<file path="src/rtl/executor_jp_io_seq_pkg.sv">
// Shared definitions for the JP / IN / OUT execution sequencer and its
// condition-code evaluator.
package executor_jp_io_seq_pkg;

    // Sequencer states
    typedef enum logic [2:0] {
        ST_IDLE     = 3'd0,
        ST_FETCH_LO = 3'd1,
        ST_FETCH_HI = 3'd2,
        ST_FETCH_N  = 3'd3,
        ST_IO_CYC   = 3'd4,
        ST_FINISH   = 3'd5
    } state_t;

    // Latched operation
    typedef enum logic [1:0] {
        OP_JP   = 2'd0,
        OP_JPCC = 2'd1,
        OP_IN   = 2'd2,
        OP_OUT  = 2'd3
    } op_t;

    // Condition-code indices (index k of the JP cc,nn strobe)
    localparam logic [2:0] CC_NZ = 3'd0;
    localparam logic [2:0] CC_Z  = 3'd1;
    localparam logic [2:0] CC_NC = 3'd2;
    localparam logic [2:0] CC_C  = 3'd3;
    localparam logic [2:0] CC_PO = 3'd4;
    localparam logic [2:0] CC_PE = 3'd5;
    localparam logic [2:0] CC_P  = 3'd6;
    localparam logic [2:0] CC_M  = 3'd7;

    // Flag bit positions inside F
    localparam int F_S  = 7;
    localparam int F_Z  = 6;
    localparam int F_PV = 2;
    localparam int F_C  = 0;

    // Strobe vector layout: {OUT, IN, JPcc[7:0], JPnn}
    localparam int NUM_STROBES = 11;

    // Jump operations fetch two operand bytes, I/O operations fetch one
    function automatic logic op_is_jump(input op_t op);
        return (op == OP_JP) || (op == OP_JPCC);
    endfunction

endpackage

</file>
<file path="src/rtl/executor_cc_eval.sv">
// Condition-code evaluator: decides whether a conditional transfer is taken
// from the 3-bit cc field and the flag register.
module executor_cc_eval
    import executor_jp_io_seq_pkg::*;
#(
    parameter int DATA_W = 8
) (
    input  logic [2:0]        cc_i,
    input  logic [DATA_W-1:0] f_i,
    output logic              taken_o
);

    logic flag_sel;
    logic unused_f;

    // Only S, Z, P/V and C participate; the remaining bits are deliberately ignored.
    assign unused_f = ^f_i;

    // cc[2:1] selects the flag, cc[0] selects the polarity that means "taken".
    always_comb begin
        flag_sel = 1'b0;
        unique case (cc_i[2:1])
            2'b00:   flag_sel = f_i[F_Z];
            2'b01:   flag_sel = f_i[F_C];
            2'b10:   flag_sel = f_i[F_PV];
            default: flag_sel = f_i[F_S];
        endcase
        taken_o = (flag_sel == cc_i[0]);
    end

endmodule

</file>
<file path="src/rtl/executor_jp_io_seq.sv">
// Execution sequencer for JP nn, JP cc,nn, IN A,(n) and OUT (n),A.
// Fetches operand bytes, evaluates the condition, runs the I/O cycle and
// returns the new PC (and A for IN) as one-cycle load pulses.
module executor_jp_io_seq
    import executor_jp_io_seq_pkg::*;
#(
    parameter int ADDR_W = 16,
    parameter int DATA_W = 8
) (
    input  logic              clock,
    input  logic              reset,
    input  logic              P2_Set_IJPnn_0,
    input  logic [7:0]        P2_Set_IJPccnn_k_0,
    input  logic              P2_Set_IOUTlnlA,
    input  logic              P2_Set_IINAlnl,
    input  logic [ADDR_W-1:0] PC,
    input  logic [DATA_W-1:0] A,
    input  logic [DATA_W-1:0] F,
    output logic              MemReq,
    output logic [ADDR_W-1:0] MemAddr,
    input  logic              MemAck,
    input  logic [DATA_W-1:0] MemRData,
    output logic              IoReq,
    output logic              IoWr,
    output logic [ADDR_W-1:0] IoAddr,
    output logic [DATA_W-1:0] IoWData,
    input  logic              IoAck,
    input  logic [DATA_W-1:0] IoRData,
    output logic              Busy,
    output logic              PcLoad,
    output logic [ADDR_W-1:0] PcValue,
    output logic              ALoad,
    output logic [DATA_W-1:0] AValue,
    output logic              Done,
    output logic              Err
);

    state_t            state_q, state_d;
    op_t               op_q, op_d;
    logic [2:0]        cc_q, cc_d;
    logic [ADDR_W-1:0] ptr_q, ptr_d;
    logic [DATA_W-1:0] a_q, a_d;
    logic [DATA_W-1:0] f_q, f_d;
    logic [DATA_W-1:0] lo_q, lo_d;
    logic [DATA_W-1:0] hi_q, hi_d;
    logic [DATA_W-1:0] n_q, n_d;
    logic [DATA_W-1:0] in_data_q, in_data_d;
    logic              err_q, err_d;

    logic [NUM_STROBES-1:0] strobe_vec;
    logic [3:0]             strobe_cnt;
    logic [2:0]             cc_terms [8];
    logic [2:0]             dec_cc;
    op_t                    dec_op;
    logic                   cc_taken;
    logic [ADDR_W-1:0]      jump_target;
    logic [ADDR_W-1:0]      io_addr_full;

    assign strobe_vec = {P2_Set_IOUTlnlA, P2_Set_IINAlnl, P2_Set_IJPccnn_k_0, P2_Set_IJPnn_0};

    // Each cc strobe contributes its own index; at most one is high when accepted.
    generate
        for (genvar gi = 0; gi < 8; gi++) begin : g_cc_term
            assign cc_terms[gi] = {3{P2_Set_IJPccnn_k_0[gi]}} & 3'(gi);
        end
    endgenerate

    // Count active strobes so legal (exactly one) and illegal (two or more) cases can be told apart.
    always_comb begin
        strobe_cnt = '0;
        for (int i = 0; i < NUM_STROBES; i++) begin
            strobe_cnt = strobe_cnt + 4'(strobe_vec[i]);
        end
    end

    // Encode the single active strobe into an operation and condition code.
    always_comb begin
        dec_cc = '0;
        for (int i = 0; i < 8; i++) begin
            dec_cc = dec_cc | cc_terms[i];
        end
        if (P2_Set_IJPnn_0) begin
            dec_op = OP_JP;
        end else if (|P2_Set_IJPccnn_k_0) begin
            dec_op = OP_JPCC;
        end else if (P2_Set_IINAlnl) begin
            dec_op = OP_IN;
        end else begin
            dec_op = OP_OUT;
        end
    end

    executor_cc_eval #(
        .DATA_W (DATA_W)
    ) u_cc_eval (
        .cc_i    (cc_q),
        .f_i     (f_q),
        .taken_o (cc_taken)
    );

    assign jump_target  = ADDR_W'({hi_q, lo_q});
    assign io_addr_full = ADDR_W'({a_q, n_q});

    // Next-state and datapath update; outputs decoded from registered state.
    always_comb begin
        state_d   = state_q;
        op_d      = op_q;
        cc_d      = cc_q;
        ptr_d     = ptr_q;
        a_d       = a_q;
        f_d       = f_q;
        lo_d      = lo_q;
        hi_d      = hi_q;
        n_d       = n_q;
        in_data_d = in_data_q;
        err_d     = 1'b0;

        MemReq  = 1'b0;
        MemAddr = '0;
        IoReq   = 1'b0;
        IoWr    = 1'b0;
        IoAddr  = '0;
        IoWData = '0;
        PcLoad  = 1'b0;
        PcValue = '0;
        ALoad   = 1'b0;
        AValue  = '0;
        Done    = err_q;
        Err     = err_q;
        Busy    = (state_q != ST_IDLE);

        unique case (state_q)
            ST_IDLE: begin
                if (strobe_cnt == 4'd1) begin
                    op_d    = dec_op;
                    cc_d    = dec_cc;
                    ptr_d   = PC;
                    a_d     = A;
                    f_d     = F;
                    state_d = op_is_jump(dec_op) ? ST_FETCH_LO : ST_FETCH_N;
                end else if (strobe_cnt > 4'd1) begin
                    err_d = 1'b1;
                end
            end
            ST_FETCH_LO: begin
                MemReq  = 1'b1;
                MemAddr = ptr_q;
                if (MemAck) begin
                    lo_d    = MemRData;
                    ptr_d   = ptr_q + ADDR_W'(1);
                    state_d = ST_FETCH_HI;
                end
            end
            ST_FETCH_HI: begin
                MemReq  = 1'b1;
                MemAddr = ptr_q;
                if (MemAck) begin
                    hi_d    = MemRData;
                    ptr_d   = ptr_q + ADDR_W'(1);
                    state_d = ST_FINISH;
                end
            end
            ST_FETCH_N: begin
                MemReq  = 1'b1;
                MemAddr = ptr_q;
                if (MemAck) begin
                    n_d     = MemRData;
                    ptr_d   = ptr_q + ADDR_W'(1);
                    state_d = ST_IO_CYC;
                end
            end
            ST_IO_CYC: begin
                IoReq   = 1'b1;
                IoWr    = (op_q == OP_OUT);
                IoAddr  = io_addr_full;
                IoWData = a_q;
                if (IoAck) begin
                    if (op_q == OP_IN) begin
                        in_data_d = IoRData;
                    end
                    state_d = ST_FINISH;
                end
            end
            ST_FINISH: begin
                Done   = 1'b1;
                PcLoad = 1'b1;
                if ((op_q == OP_JP) || ((op_q == OP_JPCC) && cc_taken)) begin
                    PcValue = jump_target;
                end else begin
                    PcValue = ptr_q;
                end
                if (op_q == OP_IN) begin
                    ALoad  = 1'b1;
                    AValue = in_data_q;
                end
                state_d = ST_IDLE;
            end
            default: begin
                state_d = ST_IDLE;
            end
        endcase
    end

    // State and datapath registers with synchronous reset.
    always_ff @(posedge clock) begin
        if (reset) begin
            state_q   <= ST_IDLE;
            op_q      <= OP_JP;
            cc_q      <= '0;
            ptr_q     <= '0;
            a_q       <= '0;
            f_q       <= '0;
            lo_q      <= '0;
            hi_q      <= '0;
            n_q       <= '0;
            in_data_q <= '0;
            err_q     <= 1'b0;
        end else begin
            state_q   <= state_d;
            op_q      <= op_d;
            cc_q      <= cc_d;
            ptr_q     <= ptr_d;
            a_q       <= a_d;
            f_q       <= f_d;
            lo_q      <= lo_d;
            hi_q      <= hi_d;
            n_q       <= n_d;
            in_data_q <= in_data_d;
            err_q     <= err_d;
        end
    end

endmodule

</file>
<file path="config.mk">
export PLATFORM = sky130hd
export DESIGN_NAME = executor_jp_io_seq
export DESIGN_NICKNAME = d
export VERILOG_FILES = /design/src/rtl/executor_jp_io_seq_pkg.sv /design/src/rtl/executor_cc_eval.sv /design/src/rtl/executor_jp_io_seq.sv
export SDC_FILE = /design/constraint.sdc
export NUM_CORES = 1
export LEC_CHECK = 0
export BUFFER_PORTS_ARGS = -buffer_cell sky130_fd_sc_hd__buf_2
export CAP_MARGIN = 10
export CORE_ASPECT_RATIO = 0.6
export CORE_MARGIN = 2
export CORE_UTILIZATION = 40
export CTS_BUF_LIST = sky130_fd_sc_hd__clkbuf_8
export CTS_CLUSTER_DIAMETER = 200
export DETAILED_ROUTE_END_ITERATION = 7
export PLACE_DENSITY = 0.68
export SLEW_MARGIN = 20
export SYNTH_ARGS = -nofsm -noshare
export SYNTH_HDL_FRONTEND = slang
export SYNTH_SLANG_ARGS = --single-unit
export TNS_END_PERCENT = 5
</file>
<file path="constraint.sdc">
create_clock -name clock -period 3.7 [get_ports clock]
set_input_delay 0.185 -clock clock [delete_from_list [all_inputs] [get_ports clock]]
set_output_delay 0.185 -clock clock [all_outputs]
set_load 0.05 [all_outputs]
</file>
### After elaboration in Yosys (flattened, before gate mapping)

Cells that the tools add are included.

* register bits after elaboration: 73
* input port bits: 63
* output and inout bits: 72

* $add $sub $neg: 11
* $lt $le $gt $ge: 1
* eq/ne operators: 19
* muxes and demuxes: 29
* bitwise gates (word level): 7
* reductions and logical operators: 19

Operators by type and width (count)
* 16-bit two-way mux: 6
* 16-bit one-hot mux with 2 select lines: 1
* 4-bit by 1-bit adder with 4-bit output: 7
* 8-bit two-way mux: 3
* 16-bit by 1-bit adder with 16-bit output (second input constant): 1
* 3-bit two-way mux: 5
* 3-bit one-hot mux with 5 select lines: 1
* 2-bit != test (second input constant): 5
* 1-bit two-way mux: 9
* 3-bit bitwise OR: 3
* 2-bit AND reduction: 4
* 8-bit OR reduction: 1
* 2-bit by 1-bit == test with 1-bit output (second input constant): 3
* 2-bit == test (second input constant): 3
* 3-bit by 2-bit == test with 1-bit output (second input constant): 2
* 3-bit == test (second input constant): 2
* 2-bit logical NOT: 3
* 2-bit two-way mux: 3
* 3-bit AND reduction: 2
* 3-bit OR reduction: 2
* 5-bit AND reduction: 1
* 3-bit by 1-bit adder with 4-bit output: 1
* 4-bit by 1-bit == test with 1-bit output (second input constant): 1
* 4-bit by 1-bit greater-than comparator with 1-bit output (second input constant): 1
* 15 further kinds: 16

### Longest topological paths before layout

Gate-level depths: netlist of the first run.

* depth after elaboration: 13
* gate-level depth with buffers: 12
* depth with buffers taken out: 10

### Modules after synthesis

A second synthesis of the first run with hierarchy kept.

* cell total of the unflattened synthesis: 538
* area, all modules: 4229.1 µm²

By module, submodules not included
* executor_jp_io_seq: times used 1, cells an instance 536, area an instance 4197.8 µm², seq. area each 1461.4 µm²
* executor_cc_eval: times used 1, cells an instance 2, area an instance 31.3 µm², seq. area each 0.0 µm²

### Least setup slack after synthesis of the first run

Ideal clock, no wire load.

* path kind: input-to-reg
* from: input P2_Set_IJPnn_0
* to: register ptr_q[10]
* data arrival time: 3.929 ns
* data required time: 3.558 ns
* setup slack: -0.371 ns
* stages on the path: 12
* cells stage by stage: fa_1 -> inv_1 -> fa_1 -> fa_1 -> fa_1 -> fa_1 -> or3_1 -> or4_4 -> buf_6 -> buf_2 -> a22oi_1 -> o32ai_2

* longest elaborated chain between the ends: 13

RTL lines
* start: declaration: RTL line executor_jp_io_seq.sv:12 `input logic P2_Set_IJPnn_0,`
* 1-bit by 1-bit adder with 2-bit output: RTL line executor_jp_io_seq.sv:72 `strobe_cnt = strobe_cnt + 4'(strobe_vec[i]);`
* 2-bit by 1-bit adder with 3-bit output: RTL line executor_jp_io_seq.sv:72
* 3-bit by 1-bit adder with 4-bit output: RTL line executor_jp_io_seq.sv:72
* 4-bit by 1-bit adder with 4-bit output (7 in a row): RTL line executor_jp_io_seq.sv:72
* 4-bit by 1-bit == test with 1-bit output: RTL line executor_jp_io_seq.sv:134 `if (strobe_cnt == 4'd1) begin`
* 2-bit != test (no source line)
* 3-bit AND reduction (no source line)
* end signal: assignment: RTL line executor_jp_io_seq.sv:222 `ptr_q <= ptr_d;`
* end: declaration: RTL line executor_jp_io_seq.sv:41 `logic [ADDR_W-1:0] ptr_q, ptr_d;`

No other way between the ends.
A chain may end at the register's enable or synchronous reset.

### Worst setup path after layout of the first run

* from: input P2_Set_IJPnn_0
* to: register ptr_q[12]

The elaborated chain is that of the path after synthesis.

==> metrics.csv, run 1 <==
metric,value,unit
cp_common_cell,fa_1,
setup_viol,2,
drc,0,
layout_setup_ws,-0.00416,ns
grt_max_degree,56,
wirelength,12200,um
ir_drop,0.283,mV
cts_hold_buf,0,
synthCells,523,
finalMaxSlewViolations,0,
grt_use_met1,31.8,%
grt_use_met3,5.56,%
drtIter0Drc,222,
synthDistinctLibCells,57,
grt_pass1_vias,4003,
place_area,0.00499,mm2
post_synth_xor_area_fraction,0.210,%
track_usage,21.9,%
clk_latency,0.35,ns
layout.cells.non_filler,776,
synth-simple-area-share,27.1,%
final_hold_viol_count,0,
ys_ff_latch,69,
hold_ws,0.0664,ns
synth_top_family_by_area,simple AND/OR/NAND/NOR gates,
die_w,136,um
critical_path_class,input pin to register,
p_per_area,591,mW/mm2
post_cts_buffers,0,
layout_commonest_cell,buf_2,
slowest_delay,0.55,ns
fin_skew,0.00778,ns
worst_ep_arrival_time,3.92,ns
synth_compound_area_share,19.3,%
cts_tree,built,
synth_nets,595,
htree_levels,3,
fill_cells,964,
muxShareOfSynthArea,8.22,%
yosys.area.top_type,dfxtp_1,
ys_warn_count,0,
slowest_stage,or4_4,
cap_violations,0,
worstPathCellList,"buf_6, fa_1, inv_1, fa_1, fa_1, fa_2, fa_2, or3_4, or4_4, buf_12, a22oi_2, o32ai_2",
synth_fa_ha_area_share,3.96,%
dieArea,0.0113,mm2
cts_root_buf,clkbuf_8,
critPathLaunchType,input pin,
cts_made_buffers,9,
die_y,83.1,um
yosys.area.top_type_share,33.1,%
syn2layout_area_growth,26.1,%
io_pins,135,
fp-row-count,28,
rrSetupSlack,1.46,ns
violations,negative setup slack,
clk_pin_slew_worst_paths,0.08,ns
antenna_found_initial,0,
crit_path_end_kind,register,
vias,4175,
start_util,41.8,%
gr-max-usage-layer,met2,
routabilityCongestion,0.866,
avgSynthCellArea,7.97,um2
ys_seq_area_share,33.1,%
drt_pass1_iterations,4,
min_period,3.70,ns
final_cell_mix,"buf_2, nand2_1, dfxtp_1",
drive_gt1_share,32.1,%
maxSlewHeadroom,40.1,%
ant_nets,0,
crit_fanout,8,
min_path_type,input pin to register,
fmax,0.270,GHz
fin_nets,708,
insertedDiodeCount,0,
drt-wirelength-per-cell,15.8,um
total_leakage_power,0.00230,uW
place_inst,760,
clock_sinks,69,
grt.overflow.total,0,
finalCritPeriodShare,100,%
avgViaCountPerCell,5.38,
yosys-top-cells-area,"dfxtp_1, mux2i_1, nand2_1",
p_total,3110,uW
design_area,0.00526,mm2
numPortBuffers,130,
cp.required,3.91,ns
status,"finished, violations left",
cts_buffer_depth,2,
synth-edff-count,0,
grt_pass1_wl,19800,um
synthFlopType,dfxtp_1,
ys_async_sr_fraction,0,%
dpl.hpwl,9280,um
rsz0062_at_grt,yes,
grt_use_met2,32.3,%
coreArea,0.00998,mm2
syn_area,0.00417,mm2
worst_pin_slew,0.899,ns
critical path, delay by kind of cell:
kind                       cells  cell delay, ns
buffers and inverters          3            0.33
and+or+nand+nor                2            0.89
AOI/OAI and AO/OA              2            0.31
adders and majority gates      5            2.21
worst paths after layout:
| path | startpoint | to | depth (start not counted) |
|---|---|---|---|
| setup reg to reg | state_q[1] | ptr_q[12] | 5 |
| hold / removal | IoRData[3] | in_data_q[3] | 3 |
| hold reg to reg | n_q[7] | n_q[7] | 2 |
| setup / recovery | P2_Set_IJPnn_0 | ptr_q[12] | 12 |
synth_stat cells, drive strengths merged (2+ instances only):
cell     count
o21ai       17
nor4         5
a211oi       3
a21oi       49
nand4        7
and2        37
buf         17
nor3b        3
o31ai        2
dfxtp       69
or4          4
or2          3
mux2i       32
nor3         7
clkbuf      36
ha           2
a221oi       2
o31a         6
nand3       18
o32ai       14
nand2       76
and4         4
a22oi       10
a21boi       2
nand3b       3
fa           7
nor2        32
a2bb2oi      2
o211ai       2
or3          2
inv         21
nand2b      12
and3         3
cell type report:
| class | instances | area (um2) | area share (%) |
|---|---|---|---|
| Timing Repair Buffer | 155 | 857 | 16.3 |
| Tap cell | 135 | 169 | 3.21 |
| Inverter | 21 | 78.8 | 1.50 |
| Multi-Input combinational cell | 380 | 2550 | 48.5 |
| Sequential cell | 69 | 1380 | 26.3 |
| Clock inverter | 7 | 98.8 | 1.88 |
| Clock buffer | 9 | 124 | 2.36 |
per-layer routing:
metal	vias to the layer above	part of all wire [%]
met2	184	43
li1	2039	-
met1	1941	48
met5	-	0
met4	0	0.92
met3	11	8.2
sequential cells by signal (all words and copies together) (netlist names), 3 cells and up:
name and cells:
n_q 8, ptr_q 16, state_q 3, f_q 4, in_data_q 8, hi_q 8, lo_q 8, a_q 8
cc_q 3
where the power goes:
group / leakage, uW / switching [uW] / total, uW / internal [uW]
Clock: 0.000110 / 304 / 686 / 383
Sequential: 0.000558 / 169 / 1030 / 866
Combinational: 0.00163 / 849 / 1390 / 538
logic make-up (layout without fill, tap and decap cells):
logic type	count (synthesis)	after routing
muxes	33	33
DFF	69	69
buffers and inverters	74	192
adders and majority gates	9	9
and+or+nand+nor	222	222
xor gates and xnor gates	1	1
AOI/OAI and AO/OA	115	115
through the flow:
| step | util (%) | setup TNS [ns] | setup slack (ns) |
|---|---|---|---|
| after global routing | 52.6 | -0.570 | -0.0710 |
| after detailed placement | 50.0 | -7.75 | -0.390 |
| after floorplan | - | -2.66 | -0.241 |
| final | 52.6 | -0.00544 | -0.00416 |
| after CTS | 52.2 | 0 | 0.0420 |
| after global placement | 49.9 | -5.00 | -0.299 |
timing repair:
| action | 4_1_cts | 5_1_grt |
|---|---|---|
| endpoints found under the setup margin | 7 | 14 |
| pin swaps | 1 | 5 |
| gates resized for setup | 0 | 9 |
Power figures use the tool's default switching activity.
==> run 2, diff against run 1 <==
--- a/config.mk
+++ b/config.mk
@@ -9,5 +9,5 @@
 export CAP_MARGIN = 10
 export CORE_ASPECT_RATIO = 0.6
-export CORE_MARGIN = 2
+export CORE_MARGIN = 5
 export CORE_UTILIZATION = 40
 export CTS_BUF_LIST = sky130_fd_sc_hd__clkbuf_8
==> constraint.sdc (replaced) <==
create_clock -name clock -period 3.7 [get_ports clock]
set_input_delay 0.555 -clock clock [delete_from_list [all_inputs] [get_ports clock]]
set_output_delay 0.555 -clock clock [all_outputs]
set_load 0.05 [all_outputs]
==> run 2 against run 1 <==
  * The flow still finishes with violations (negative setup slack)
  * Critical path depth unchanged
  * Largest cell class unchanged
  * Hold slack improved by 0.38 ns
  * Final cell count up 0.52%
  * Combinational power is 10% higher
  * Count of clock-buffer cells in the layout is 1 higher
  * Largest power group unchanged
  * Total power up 1.7%
  * Wire length up 3.0%
  * Non-clock buffer count up 6
  * Core utilization grew 0.43 points
  * Fmax is 8.2% lower
==> metrics.csv, run 2 (same netlist as run 1, synthesis figures left out) <==
metric,value,unit
fin_skew,0.00583,ns
largest_register_ffs,16,
clk_latency,0.35,ns
numPortBuffers,130,
p_per_area,595,mW/mm2
ant_nets,0,
grt_pass1_wl,20100,um
r2r-start,state_q[1],
track_usage,19.9,%
io_pins,135,
layout_setup_ws,-0.334,ns
total_leakage_power,0.00234,uW
die_y,89.1,um
gr-max-usage-layer,met2,
cts_buffer_depth,2,
worst_ep_arrival_time,4.28,ns
clk_pin_slew_worst_paths,0.07,ns
comb_power_share,48.5,%
htree_levels,3,
postLayoutCoreUtil,53.1,%
wirelength,12600,um
dieArea,0.0126,mm2
final_hold_viol_count,0,
cap_violations,0,
fill_cells,965,
drt_pass1_iterations,5,
rrSetupSlack,1.48,ns
grt_use_met2,29.4,%
r2r-end,ptr_q[13],
p_seq_share,33.0,%
fmax,0.248,GHz
violations,negative setup slack,
place_inst,764,
grt_pass1_vias,3972,
layout_commonest_cell,buf_2,
pre_cts_ws,-0.758,ns
grt.overflow.total,0,
fp-row-count,28,
ir_drop,0.267,mV
worst_pin_slew,0.510,ns
internal_power,1830,uW
drt-wirelength-per-cell,16.2,um
die_w,142,um
cts_root_buf,clkbuf_8,
critical_path_class,input pin to register,
crit_fanout,16,
dpl.hpwl,9680,um
holdPathStages,3,
drive_gt1_share,32.9,%
routabilityCongestion,0.922,
layout.cells.non_filler,780,
crit_path_end_kind,register,
antenna_found_initial,1,
clock_sinks,69,
min_to,in_data_q[0],
status,"finished, violations left",
ff2ff_path_depth,5,
cp.required,3.95,ns
maxSlewHeadroom,65.9,%
syn2layout_area_growth,27.5,%
cts_made_buffers,9,
grt_use_met1,28.2,%
critPathLaunchType,input pin,
coreArea,0.0100,mm2
grt_max_degree,45,
fin_nets,714,
min_path_type,input pin to register,
drc,0,
clkPwrFrac,18.6,%
grt_use_met3,6.52,%
avgViaCountPerCell,5.34,
regMostFlops,ptr_q,
finalCritPeriodShare,109,%
setup_viol,33,
final_cell_mix,"buf_2, nand2_1, dfxtp_1",
switching_power,1330,uW
setup_tns,-5.62,ns
start_util,41.6,%
drtIter0Drc,234,
min_period,4.03,ns
rsz0062_at_grt,yes,
finalMaxSlewViolations,0,
insertedDiodeCount,0,
p_sw_share,42.0,%
cts_tree,built,
vias,4168,
hold_start,IoRData[0],
## run 2: cell type report
| cell class | count | area (um2) | area share (%) |
|---|---|---|---|
| Timing Repair Buffer | 161 | 950 | 17.9 |
| Clock inverter | 4 | 42.5 | 0.800 |
| Clock buffer | 10 | 138 | 2.59 |
| Inverter | 21 | 78.8 | 1.48 |
| Tap cell | 135 | 169 | 3.18 |
| Sequential cell | 69 | 1380 | 26.0 |
| Multi-Input combinational cell | 380 | 2560 | 48.1 |
## run 2: timing repair
action	4_1_cts	5_1_grt
setup buffers	0	2
pin swaps	15	6
hold buffers	0	0
gates resized for setup	24	9
setup endpoints to repair	34	35
## run 2: per-layer routing
metal | vias to the layer above | share of wire [%]
met3 | 11 | 9.0
met4 | 2 | 0.96
li1 | 2056 | -
met5 | - | 0.10
met2 | 142 | 43
met1 | 1957 | 47
## run 2: through the flow
stage / cell area [um2] / power [uW] / hold slack [ns]
finish: 5320 / 3160 / 0.446
global route: 5320 / 3360 / 0.444
CTS: 5270 / 3120 / 0.432
detailed placement: 5040 / 2470 / 0.446
global placement: 5040 / 2440 / 0.441
floorplan: 4200 / 1990 / 0.432
## run 2: power by group through the flow
stage	Combinational [uW]	Clock [uW]	Sequential, uW
after floorplan	1020	0	965
after global placement	1390	0	1050
after detailed placement	1420	0	1050
after CTS	1470	611	1030
after global routing	1670	637	1060
final	1530	586	1040
## run 2: worst max-delay path by stage
stage                   startpoint         to  slack [ns]  cells past startpoint
floorplan           P2_Set_IJPnn_0  ptr_q[10]       -0.61                     12
global placement    P2_Set_IJPnn_0  ptr_q[11]       -0.64                     12
detailed placement  P2_Set_IJPnn_0   ptr_q[9]       -0.76                     12
CTS                 P2_Set_IJPnn_0  ptr_q[13]       -0.34                     12
global route        P2_Set_IJPnn_0  ptr_q[11]       -0.38                     12
finish              P2_Set_IJPnn_0  ptr_q[13]       -0.33                     12
## run 2: worst max-delay path: stages
cell and delay [ns]:
buf_8 0.10, fa_1 0.53, inv_1 0.05, fa_1 0.52
fa_1 0.44, fa_2 0.38, fa_2 0.37, or3_4 0.34
or4_4 0.46, buf_12 0.18, a21o_4 0.22, o32ai_1 0.12
==> run 3, diff against run 2 <==
- CELL_PAD_IN_SITES_DETAIL_PLACEMENT: not set -> 0
- CELL_PAD_IN_SITES_GLOBAL_PLACEMENT: not set -> 1
- CORE_UTILIZATION: 40 -> 34
- PLACE_DENSITY: 0.68 -> not set
- PLACE_DENSITY_LB_ADDON: not set -> 0.1
- RECOVER_POWER: not set -> 25
==> run 3 against run 2 <==
  * Count of clock-buffer cells in the layout decreased by 1
  * Wire length increased by 7.3%
  * Critical path type unchanged
  * Non-clock buffer count increased by 3
  * First-iteration DRC count increased by 18%
  * The run still ends with negative setup slack left
  * Final cell count increased by 4.6%
  * Clock skew increased by 0.0069 ns
==> metrics.csv, run 3 (same netlist as run 1, synthesis figures left out) <==
metric,value,unit
status,"finished, violations left",
violations,negative setup slack,
die_w,153,um
die_y,95.8,um
layout_setup_ws,-0.344,ns
insertedDiodeCount,0,
ant_nets,0,
worst_pin_slew,0.690,ns
track_usage,18.0,%
io_pins,135,
cts_buffer_depth,2,
clock_sinks,69,
dpl.hpwl,10200,um
cp_common_cell,fa_1,
fmax,0.247,GHz
p_per_area,613,mW/mm2
cp.required,3.96,ns
setup_viol,25,
cap_violations,0,
htree_levels,3,
setup_tns,-4.79,ns
grt_max_degree,37,
clk_pin_slew_worst_paths,0.08,ns
drc,0,
drtIter0Drc,277,
postLayoutCoreUtil,45.3,%
layout.cells.non_filler,816,
slowest_stage,or4_4,
worstPathCellList,"buf_6, fa_1, inv_1, fa_1, fa_1, fa_2, fa_2, or3_4, or4_4, buf_12, a21o_4, o32ai_2",
fin_nets,718,
cts_tree,built,
antenna_found_initial,0,
rsz0062_at_grt,yes,
numPortBuffers,130,
finalMaxSlewViolations,0,
fp-row-count,31,
largest_register_ffs,16,
drt_pass1_iterations,4,
wirelength,13500,um
routabilityCongestion,0.821,
critPathLaunchType,input pin,
vias,4191,
final_cell_mix,"buf_2, nand2_1, dfxtp_1",
crit_path_end_kind,register,
crit_fanout,8,
clk_latency,0.36,ns
fill_cells,1260,
final_hold_viol_count,0,
cp_top_family,adder cells,
grt_pass1_wl,21200,um
worst-path-buf-inv,3,
grt_pass1_vias,4024,
avgViaCountPerCell,5.14,
ir_drop,0.241,mV
dieArea,0.0146,mm2
slowest_delay,0.57,ns
coreArea,0.0120,mm2
drive_gt1_share,34.1,%
start_util,34.7,%
cts_root_buf,clkbuf_8,
critical_path_class,input pin to register,
min_path_type,input pin to register,
finalCritPeriodShare,109,%
place_inst,798,
seqCellArea,0.00138,mm2
pre_cts_ws,-0.747,ns
grt.overflow.total,0,
cts_made_buffers,9,
layout_commonest_cell,buf_2,
multiInputGateArea,0.00261,mm2
drt-wirelength-per-cell,16.6,um
maxSlewHeadroom,54.0,%
min_period,4.04,ns
syn2layout_area_growth,30.8,%
worst_ep_arrival_time,4.30,ns
regMostFlops,ptr_q,
total_leakage_power,0.00236,uW
fin_skew,0.0128,ns
==> run 3: cell count changes in the layout (fill, tap and decap cells not counted), moves of 2 or more <==
cell and delta:
a21boi_1 -2, a21boi_2 +2, a22oi_1 -4, a22oi_2 +4, buf_8 -2, clkbuf_1 +3
nor2_2 -2, o21ai_1 +2, o32ai_1 -4, o32ai_2 +4
==> run 3: what timing repair did <==
action / in CTS / in global routing
hold buffers: 0 / 0
gates resized for setup: 33 / 5
endpoints found under the setup margin: 34 / 35
pin swaps: 25 / 12
setup buffers: 1 / 0
cloned: 1 / 0
hold endpoints to repair: 0 / 0
==> run 3: worst paths after layout <==
path / start / endpoint / slack [ns] / depth (start not counted)
max: P2_Set_IJPccnn_k_0[2] / ptr_q[9] / -0.34 / 12
min: IoRData[1] / in_data_q[1] / 0.44 / 3
max reg2reg: state_q[2] / in_data_q[5] / 1.35 / 5
min reg2reg: n_q[1] / n_q[1] / 0.45 / 2
==> run 3: worst min-delay path: stages <==
cell	delay, ns
buf_2	0.07
mux2i_1	0.05
nor2_1	0.07
==> run 3: metal layers <==
layer / vias up / track usage [%] / routed length, um / share of wire (%)
met2: 133 / 24.7 / 5490 / 41
li1: 2062 / - / - / -
met4: 0 / 3.63 / 90 / 0.67
met1: 1985 / 27.5 / 6980 / 52
met3: 11 / 5.26 / 970 / 7.2
met5: - / 0 / 0 / 0
==> run 3: power by group <==
group	switching (uW)	internal, uW	leakage [uW]	total (uW)
Combinational	928	683	0.00169	1610
Clock	310	377	0.000111	687
Sequential	178	866	0.000558	1040
Total	1420	1930	0.00236	3340
==> run 3: cell type report <==
type | count | area share (%)
Clock buffer | 9 | 2.27
Clock inverter | 7 | 1.65
Inverter | 21 | 1.45
Multi-Input combinational cell | 381 | 47.8
Sequential cell | 69 | 25.3
Tap cell | 165 | 3.79
Timing Repair Buffer | 164 | 17.7
==> run 3: through the flow <==
stage | hold slack [ns] | cell area, um2 | power [uW]
after global routing | 0.439 | 5450 | 3560
after floorplan | 0.432 | 4200 | 1990
final | 0.435 | 5450 | 3340
after detailed placement | 0.445 | 5120 | 2510
after CTS | 0.415 | 5450 | 3350
after global placement | 0.445 | 5120 | 2490
